--- src/rtl/comparator_pkg.sv ---
// Shared constants and types for the 13-bit comparator: operand width, slice width,
// the operand typedef and a helper that sizes the slice chain.
package comparator_pkg;

    localparam int CMP_WIDTH = 13;
    localparam int SLICE_W   = 4;

    typedef logic [CMP_WIDTH-1:0] operand_t;

    function automatic int slice_count(input int width);
        return (width + SLICE_W - 1) / SLICE_W;
    endfunction

endpackage

--- src/rtl/comparator_13bits_slice.sv ---
// One 4-bit unsigned compare slice; the top chains these MSB-first.
module comparator_slice
    import comparator_pkg::*;
(
    input  logic [SLICE_W-1:0] a,
    input  logic [SLICE_W-1:0] b,
    output logic               eq,
    output logic               lt,
    output logic               gt
);

    always_comb begin
        eq = (a == b);
        lt = (a < b);
        gt = (a > b);
    end

endmodule

--- src/rtl/comparator_13bits.sv ---
// Equality comparator with registered flag and rising-match pulse; registered
// unsigned LT/GT are added when COMPARATOR_13BITS_MAGNITUDE_EN is defined.
module comparator_13bits
    import comparator_pkg::*;
#(
    parameter int WIDTH = CMP_WIDTH
) (
    output logic             EQ,
    input  logic [WIDTH-1:0] A,
    input  logic [WIDTH-1:0] B,
    input  logic             clk,
    input  logic             rst_n,
    output logic             EQ_R,
    output logic             MATCH_P
`ifdef COMPARATOR_13BITS_MAGNITUDE_EN
    ,
    output logic             LT,
    output logic             GT
`endif
);

    localparam int NSLICE = slice_count(WIDTH);
    localparam int PAD_W  = NSLICE * SLICE_W;

    logic [PAD_W-1:0]  a_pad;
    logic [PAD_W-1:0]  b_pad;
    logic [NSLICE-1:0] s_eq;
    logic [NSLICE-1:0] s_lt;
    logic [NSLICE-1:0] s_gt;
    logic              eq_all;
    logic              lt_all;
    logic              gt_all;

    // Zero-extend so the top slice compares equal on its unused bits.
    always_comb begin
        a_pad              = '0;
        b_pad              = '0;
        a_pad[WIDTH-1:0]   = A;
        b_pad[WIDTH-1:0]   = B;
    end

    for (genvar i = 0; i < NSLICE; i++) begin : g_slice
        comparator_slice u_slice (
            .a  (a_pad[i*SLICE_W +: SLICE_W]),
            .b  (b_pad[i*SLICE_W +: SLICE_W]),
            .eq (s_eq[i]),
            .lt (s_lt[i]),
            .gt (s_gt[i])
        );
    end

    // The most significant differing slice decides the magnitude result.
    always_comb begin
        eq_all = 1'b1;
        lt_all = 1'b0;
        gt_all = 1'b0;
        for (int i = NSLICE - 1; i >= 0; i--) begin
            if (eq_all) begin
                lt_all = s_lt[i];
                gt_all = s_gt[i];
                eq_all = s_eq[i];
            end
        end
    end

    assign EQ = eq_all;

    logic eq_r_d, eq_r_q;
    logic match_p_d, match_p_q;

    always_comb begin
        eq_r_d    = eq_all;
        match_p_d = eq_all & ~eq_r_q;
    end

    always_ff @(posedge clk or negedge rst_n) begin
        if (!rst_n) begin
            eq_r_q    <= 1'b0;
            match_p_q <= 1'b0;
        end else begin
            eq_r_q    <= eq_r_d;
            match_p_q <= match_p_d;
        end
    end

    assign EQ_R    = eq_r_q;
    assign MATCH_P = match_p_q;

`ifdef COMPARATOR_13BITS_MAGNITUDE_EN
    logic lt_d, lt_q;
    logic gt_d, gt_q;

    always_comb begin
        lt_d = lt_all;
        gt_d = gt_all;
    end

    always_ff @(posedge clk or negedge rst_n) begin
        if (!rst_n) begin
            lt_q <= 1'b0;
            gt_q <= 1'b0;
        end else begin
            lt_q <= lt_d;
            gt_q <= gt_d;
        end
    end

    assign LT = lt_q;
    assign GT = gt_q;
`else
    logic unused_mag;
    assign unused_mag = lt_all ^ gt_all;
`endif

endmodule

--- config.mk ---
export PLATFORM = sky130hd
export DESIGN_NAME = comparator_13bits
export DESIGN_NICKNAME = d
export VERILOG_FILES = /design/src/rtl/comparator_pkg.sv /design/src/rtl/comparator_13bits_slice.sv /design/src/rtl/comparator_13bits.sv
export SDC_FILE = /design/constraint.sdc
export NUM_CORES = 1
export LEC_CHECK = 0
export ABC_AREA = 1
export BUFFER_PORTS_ARGS = -buffer_cell sky130_fd_sc_hd__buf_2
export CAP_MARGIN = 5
export CORE_AREA = 2 2 39 41
export CTS_CLUSTER_DIAMETER = 80
export DETAILED_ROUTE_END_ITERATION = 12
export DIE_AREA = 0 0 41 43
export PLACE_DENSITY_LB_ADDON = 0.3
export SLEW_MARGIN = 20
export SYNTH_ARGS = -nofsm -noshare
export SYNTH_HDL_FRONTEND = slang
export SYNTH_SLANG_ARGS = --single-unit
--- constraint.sdc ---
create_clock -name clk -period 0.8 [get_ports clk]
set_input_delay 0.12 -clock clk [delete_from_list [all_inputs] [get_ports clk]]
set_output_delay 0.12 -clock clk [all_outputs]
set_load 0.01 [all_outputs]
## Word-level counts from Yosys, hierarchy flattened

Cells that the tools add are included.

| storage, ports and cells | value |
|---|---|
| register bits | 2 |
| input bits | 28 |
| output and inout bits | 3 |
| logic and storage cells | 11 |

| cells by class | value |
|---|---|
| eq/ne operators | 4 |
| muxes and demuxes | 3 |
| bitwise logic cells | 2 |

Operators by type and width:

| operator | count |
|---|---|
| 4-bit == test | 3 |
| 1-bit two-way mux | 3 |
| 1-bit AND | 1 |
| 1-bit == test | 1 |
| 1-bit inverter | 1 |

## Depth between registers and ports, before layout

Gate-level depths: netlist of run 1.

| logic depth | value |
|---|---|
| word-level depth | 5 |
| depth in mapped cells | 8 |
| depth with buffers taken out | 8 |

## Cells and area by module

Synthesis of run 1 repeated with hierarchy kept, for this count alone.

| unflattened totals | value |
|---|---|
| cells, all modules | 87 |
| area, all modules | 535.5 um^2 |

By module, submodules not included:

| module | times used | cells each | area an instance (um^2) | sequential area each (um^2) |
|---|---|---|---|---|
| comparator_slice | 4 | 20 | 115.1 | 0.0 |
| comparator_13bits | 1 | 7 | 75.1 | 50.0 |

## Least setup slack after synthesis of run 1

OpenSTA, ideal clock, no wires.

| timing | value |
|---|---|
| kind | input -> output |
| start | input B[3] |
| end | output EQ |
| data arrival time | 613 ps |
| required time | 680 ps |
| slack | 67 ps |
| stages on the path | 7 |
| path buffers | 0 |
| cells stage by stage | nor2_1 nor2_1 nor2_1 nand2_1 nor2_2 nand2_1 inv_1 |

| between the ends | value |
|---|---|
| word-level cells in the longest chain between the ends | 2 |

RTL lines:

| what | RTL line | RTL |
|---|---|---|
| start: declaration | comparator_13bits.sv:10 | `input logic [WIDTH-1:0] B,` |
| 4-bit == test | comparator_13bits_slice.sv:13 | `eq = (a == b);` |
| 1-bit two-way mux | comparator_13bits.sv:58 | `if (eq_all) begin` |
| end: declaration | comparator_13bits.sv:8 | `output logic EQ,` |

Every way passes these cells.

## Worst setup path after layout of run 1

| timing | value |
|---|---|
| start | input A[7] |
| end | output EQ |

| between the ends | value |
|---|---|
| word-level cells in the longest chain between the ends | 3 |

RTL lines:

| what | RTL line | RTL |
|---|---|---|
| start: declaration | comparator_13bits.sv:9 | `input logic [WIDTH-1:0] A,` |
| 4-bit == test | comparator_13bits_slice.sv:13 |  |
| 1-bit two-way mux (2 in series) | comparator_13bits.sv:58 |  |

Every way passes these cells.

==> flow_summary.toml, run 1 <==
[status]
status = "complete, but fails checks"
failed_checks = "negative setup slack"

[global_route]
first_global_vias = 386
grt-ovfl-total = 0
antenna_found_initial = 0
grt_max_degree = 3
grt_usage_pct = 9.71
grt_pass1_wl_mm = 1.19

[power]
p_per_area_nw_per_um2 = 822
leakagePower_nw = 0.444
irDropWorstVdd_mv = 0.246

[synthesis]
synth_nets = 101
syn_area_per_cell_um2 = 4.54
ys_types = 8
ys_top_cells_by_area = "nand2_1 37%, inv_1 26%, dfrtp_1 15%"
yosys.area.top_type = "nand2_1"
synth_warnings = 0
yosysTopAreaCellShare_pct = 37.4
ys_ff_latch = 2
syn-cell-area_um2 = 332
syn_inst = 73
yosysSeqAreaShare_pct = 15.1

[clock_tree]
path_clk_slew_ns = 0.03
cts.path.max_buffers = 2
htreeDepth = 1
cts_tree = "yes"
numCtsBuffers = 3
cts-root-buf = "clkbuf_4"
insertion_delay_ns = 0.22
clock-sinks = 2

[worst_setup_path]
slowest_delay_ns = 0.10
crit_fanout = 2
path_class = "in -> out"
crit_chain = "buf_8 -> nor2_4 -> nor2_1 -> nor2_1 -> nand2_1 -> nor2_2 -> nand2_1 -> inv_2 -> buf_6"
end_kind = "output pin"
crit_required_ns = 0.68
crit_family = "simple AND/OR/NAND/NOR gates"
slowest_stage = "buf_8"
ff2ff_setup_slack_ns = 0.15
crit_buf_inv = 3
cp.arrival_ns = 0.85
startpoint_type = "input port"

[drt]
viasPerCell = 3.89
drc_errors = 0
route.vias.total = 490
totalWireLength_um = 802
avgRoutedWirePerCell_um = 6.37
drtIter0Drc = 8
drtPass1Iterations = 4
ant_nets = 0

[sta]
setup_violations = 3
slew_viol_final = 0
hold_viol_final = 0
worstMarginPinSlew_ns = 0.115
fmax_mhz = 1030
rsz0062_at_grt = "yes"
clock_skew_ns = 0.00383
post-route-period-util_pct = 122
setup_slack_ns = -0.175
maxSlewHeadroom_pct = 92.3
fin_crit_ns = 0.975

[die]
die_w_um = 41
core-area_um2 = 1380
fp-row-count = 14
die_area_um2 = 1760
io-pin-count = 31
die_h_um = 43
floorplan.initialDensity_pct = 24.0

[place]
gp_congestion = 0.648
port_buffers = 30
placedCellCount = 120
dpl_worst_slack_ns = -0.203
place_hpwl_um = 691

[final_layout]
diodes = 0
fillCellCount = 148
drive_above_1_share_pct = 40.0
final_cell_mix = "32 x nand2_1, 20 x inv_1, 20 x buf_2"
synthToLayoutAreaGrowth_pct = 91.7
fin_cells = 126
fin_nets = 140
mostFrequentLayoutCell = "nand2_1"

[job]
cap_violations = 0

[min_path]
min_path_type = "in -> async"
## through the flow
stage	total power [W]	setup TNS (ns)	cell area [µm²]	utilization [%]	hold slack, ns
3_3_place_gp	0.000267	-0.347	509	36.8	-0.0927
4_1_cts	0.000510	-0.269	562	40.6	0.214
6_report	0.000523	-0.226	636	45.9	0.212
5_1_grt	0.000575	-0.364	636	45.9	0.211
3_5_place_dp	0.000272	-0.379	509	36.8	-0.0926
2_1_floorplan	0.000184	0	332	-	-0.176
## sequential cells by signal, summed over array words and instances, names as in the netlist
| name | count |
|---|---|
| MATCH_P | 1 |
| EQ_R | 1 |
## report_power, final
| group | internal (W) | switching (W) | leakage, nW |
|---|---|---|---|
| sequential | 0.000102 | 0.0000000191 | 0.0280 |
| combinational | 0.000116 | 0.0000861 | 0.402 |
| clock | 0.000165 | 0.0000538 | 0.0138 |
## worst paths after layout
kind,start,end,depth (start not counted)
min in group clk,A[5],MATCH_P,7
worst min register to register,EQ_R,MATCH_P,2
worst max-delay path,A[7],EQ,9
max in group asynchronous,rst_n,EQ_R,2
worst max register to register,EQ_R,MATCH_P,2
worst min-delay path,rst_n,MATCH_P,2
## logic make-up (layout without fill, tap and decap cells)
family	count (synthesis)	count (layout)	synth area share [%]
simple gates	47	47	56.2
buf+inv	23	60	26.0
flops	2	2	15.1
xor+xnor	1	1	2.64
## final cells by class
type                            instances  area (µm²)  share of cell area (%)
Clock buffer                            3        22.5                    3.54
Sequential cell                         2        50.0                    7.87
Tap cell                               16        20.0                    3.15
Timing Repair Buffer                   34         249                    39.2
Multi-Input combinational cell         48         208                    32.7
Inverter                               23        86.3                    13.6
## synthesized netlist by cell type
cell and instances:
nor2_1 9, or2_0 1, inv_1 23, xnor2_1 1
nand2_1 33, nand3_1 2, nor2_2 2, dfrtp_1 2
## timing repair
action | CTS | global route
resized for setup | 2 | 16
hold buffers | 1 | 0
pin swaps | 0 | 11
buffers inserted | 1 | 1
setup endpoints to repair | 3 | 3
endpoints found under the hold margin | 2 | 0
## layer usage
layer / track usage (%) / up-vias / share of wire [%]
met5: 0 / - / 0
met4: 8.00 / 0 / 0.75
met3: 0 / 2 / 8.1
met2: 17.8 / 21 / 53
met1: 8.92 / 194 / 38
li1: - / 273 / -
Note: power is estimated with default switching activity, not from simulation.
==> inputs of run 2 (changes only) <==
--- a/config.mk
+++ b/config.mk
@@ -12,7 +12,7 @@
 export CTS_CLUSTER_DIAMETER = 80
 export DETAILED_ROUTE_END_ITERATION = 12
 export DIE_AREA = 0 0 41 43
-export PLACE_DENSITY_LB_ADDON = 0.3
+export PLACE_DENSITY = 0.64
 export SLEW_MARGIN = 20
 export SYNTH_ARGS = -nofsm -noshare
 export SYNTH_HDL_FRONTEND = slang
==> run 2 against run 1 <==
The run still ends with negative setup slack left. Via count down 1.8%. Clock power hardly changed. Register-to-register slack about the same. Sequential power barely moved. Power shrank 1.5%. Die area did not move. Combinational power fell by 3%. Wire length grew 1.9%. Clock-buffer cell count unchanged. Clock skew fell by 0.0031 ns. Setup slack better by 0.020 ns. Largest power group unchanged. Sequential share of layout area rose by 0.32 points. Critical endpoint unchanged.
==> flow_summary.toml, run 2 (same netlist as run 1, synthesis figures left out) <==
[min_path]
min_path_type = "in -> async"

[worst_setup_path]
rr_endpoint = "MATCH_P"
crit_family = "simple AND/OR/NAND/NOR gates"
path_class = "in -> out"
crit_chain = "buf_6 -> nor2_4 -> nor2_1 -> nor2_1 -> nand2_1 -> nor2_1 -> nand2_1 -> inv_1 -> buf_2"
cp_common_cell = "nor2_1"
crit_buf_inv = 3
crit_required_ns = 0.68
ff2ff_setup_slack_ns = 0.16
crit_fanout = 2
r2r_cells = 2
slowest_stage = "buf_2"
startpoint_type = "input port"
slowest_delay_ns = 0.12
cp.arrival_ns = 0.83
timing.rr.start = "EQ_R"
end_kind = "output pin"

[drt]
drc_errors = 0
totalWireLength_um = 817
ant_nets = 0
drtPass1Iterations = 1
viasPerCell = 3.82
drtIter0Drc = 0
route.vias.total = 481
avgRoutedWirePerCell_um = 6.48

[power]
power_frac_seq_pct = 19.8
power_w = 0.000515
leakagePower_nw = 0.443
irDropWorstVdd_mv = 0.287
p_switching_w = 0.000137
internal-power_w = 0.000377
combPwrFrac_pct = 37.9
clkPwrFrac_pct = 42.3
swShare_pct = 26.7
p_per_area_nw_per_um2 = 843

[die]
die_w_um = 41
die_h_um = 43
io-pin-count = 31
fp-row-count = 14
core-area_um2 = 1380
floorplan.initialDensity_pct = 24.0
die_area_um2 = 1760

[clock_tree]
path_clk_slew_ns = 0.03
cts_tree = "yes"
cts-root-buf = "clkbuf_4"
numCtsBuffers = 3
cts.path.max_buffers = 2
htreeDepth = 1
clock-sinks = 2
insertion_delay_ns = 0.22

[place]
gp_congestion = 0.613
port_buffers = 30
dpl_worst_slack_ns = -0.174
place_hpwl_um = 650

[global_route]
antenna_found_initial = 0
use_met3_pct = 4.71
grt.busiest_layer = "met2"
grt_max_degree = 3
grt_pass1_wl_mm = 1.21
use_met2_pct = 16.6
grt-ovfl-total = 0
first_global_vias = 396
use_met1_pct = 9.21
grt_usage_pct = 10.0

[job]
cap_violations = 0

[sta]
maxSlewHeadroom_pct = 91.4
fin_crit_ns = 0.955
setup_violations = 3
hold_viol_final = 0
worstMarginPinSlew_ns = 0.128
post-route-period-util_pct = 119
fmax_mhz = 1050
hold_slack_ns = 0.223
rsz0062_at_grt = "yes"
setup-tns-final_ns = -0.212
setup_slack_ns = -0.155
clock_skew_ns = 0.000696
slew_viol_final = 0

[status]
status = "complete, but fails checks"
failed_checks = "negative setup slack"

[final_layout]
diodes = 0
mostFrequentLayoutCell = "nand2_1"
final_cell_mix = "33 x nand2_1, 23 x buf_2, 22 x inv_1"
drive_above_1_share_pct = 37.3
synthToLayoutAreaGrowth_pct = 84.2
fin_nets = 140
-- run 2: cell types whose count changed in the layout (fill, tap and decap cells not counted) --
cell | previous run | this run
inv_1 | 20 | 22
buf_8 | 1 | 0
inv_2 | 3 | 1
nand2_1 | 32 | 33
nand2_2 | 1 | 0
buf_2 | 20 | 23
buf_6 | 9 | 7
-- run 2: worst reg2reg max path, stage by stage (launching register included) --
cell and delay, ns:
dfrtp_1 0.36, buf_4 0.13, nor2_2 0.08
-- run 2: routing by layer --
layer	wire length [µm]	share of wire, %
met4	0	0
met2	445	54
met1	300	37
met5	0	0
met3	71	8.7
-- run 2: final cells by class --
| cell class | instances | area, µm² |
|---|---|---|
| flip-flops and latches | 2 | 50.0 |
| clock buffers | 3 | 22.5 |
| inverters | 23 | 86.3 |
| multi-input cells | 48 | 205 |
| well taps | 16 | 20.0 |
| fillers | 162 | 773 |
| repair buffers | 34 | 226 |
-- run 2: per-stage QoR --
step	instances	utilization, %	instance area (µm²)
2_1_floorplan	73	-	332
3_3_place_gp	120	36.8	509
3_5_place_dp	120	36.8	509
4_1_cts	126	40.7	563
5_1_grt	126	44.1	611
6_report	126	44.1	611
-- run 2: worst max-delay path by stage --
stage / start / endpoint / slack, ns / cells past startpoint
3_5_place_dp: B[3] / EQ / -0.17 / 9
3_3_place_gp: B[7] / EQ / -0.16 / 9
2_1_floorplan: B[3] / EQ / 0.07 / 7
6_report: A[7] / EQ / -0.15 / 9
5_1_grt: A[8] / EQ / -0.25 / 10
4_1_cts: B[7] / EQ / -0.16 / 9
-- run 2: what timing repair did --
item,in CTS,in global routing
endpoints found under the setup margin,3,3
hold endpoints to repair,2,0
buffers inserted,2,0
hold buffers,1,0
pin swaps,0,13
resized for setup,1,10
-- run 2: power by group through the flow --
stage	clock (W)	combinational [W]	sequential, W
6_report	0.000218	0.000195	0.000102
3_5_place_dp	0	0.000168	0.000103
2_1_floorplan	0	0.0000810	0.000103
3_3_place_gp	0	0.000163	0.000103
5_1_grt	0.000239	0.000226	0.000102
4_1_cts	0.000232	0.000175	0.000102
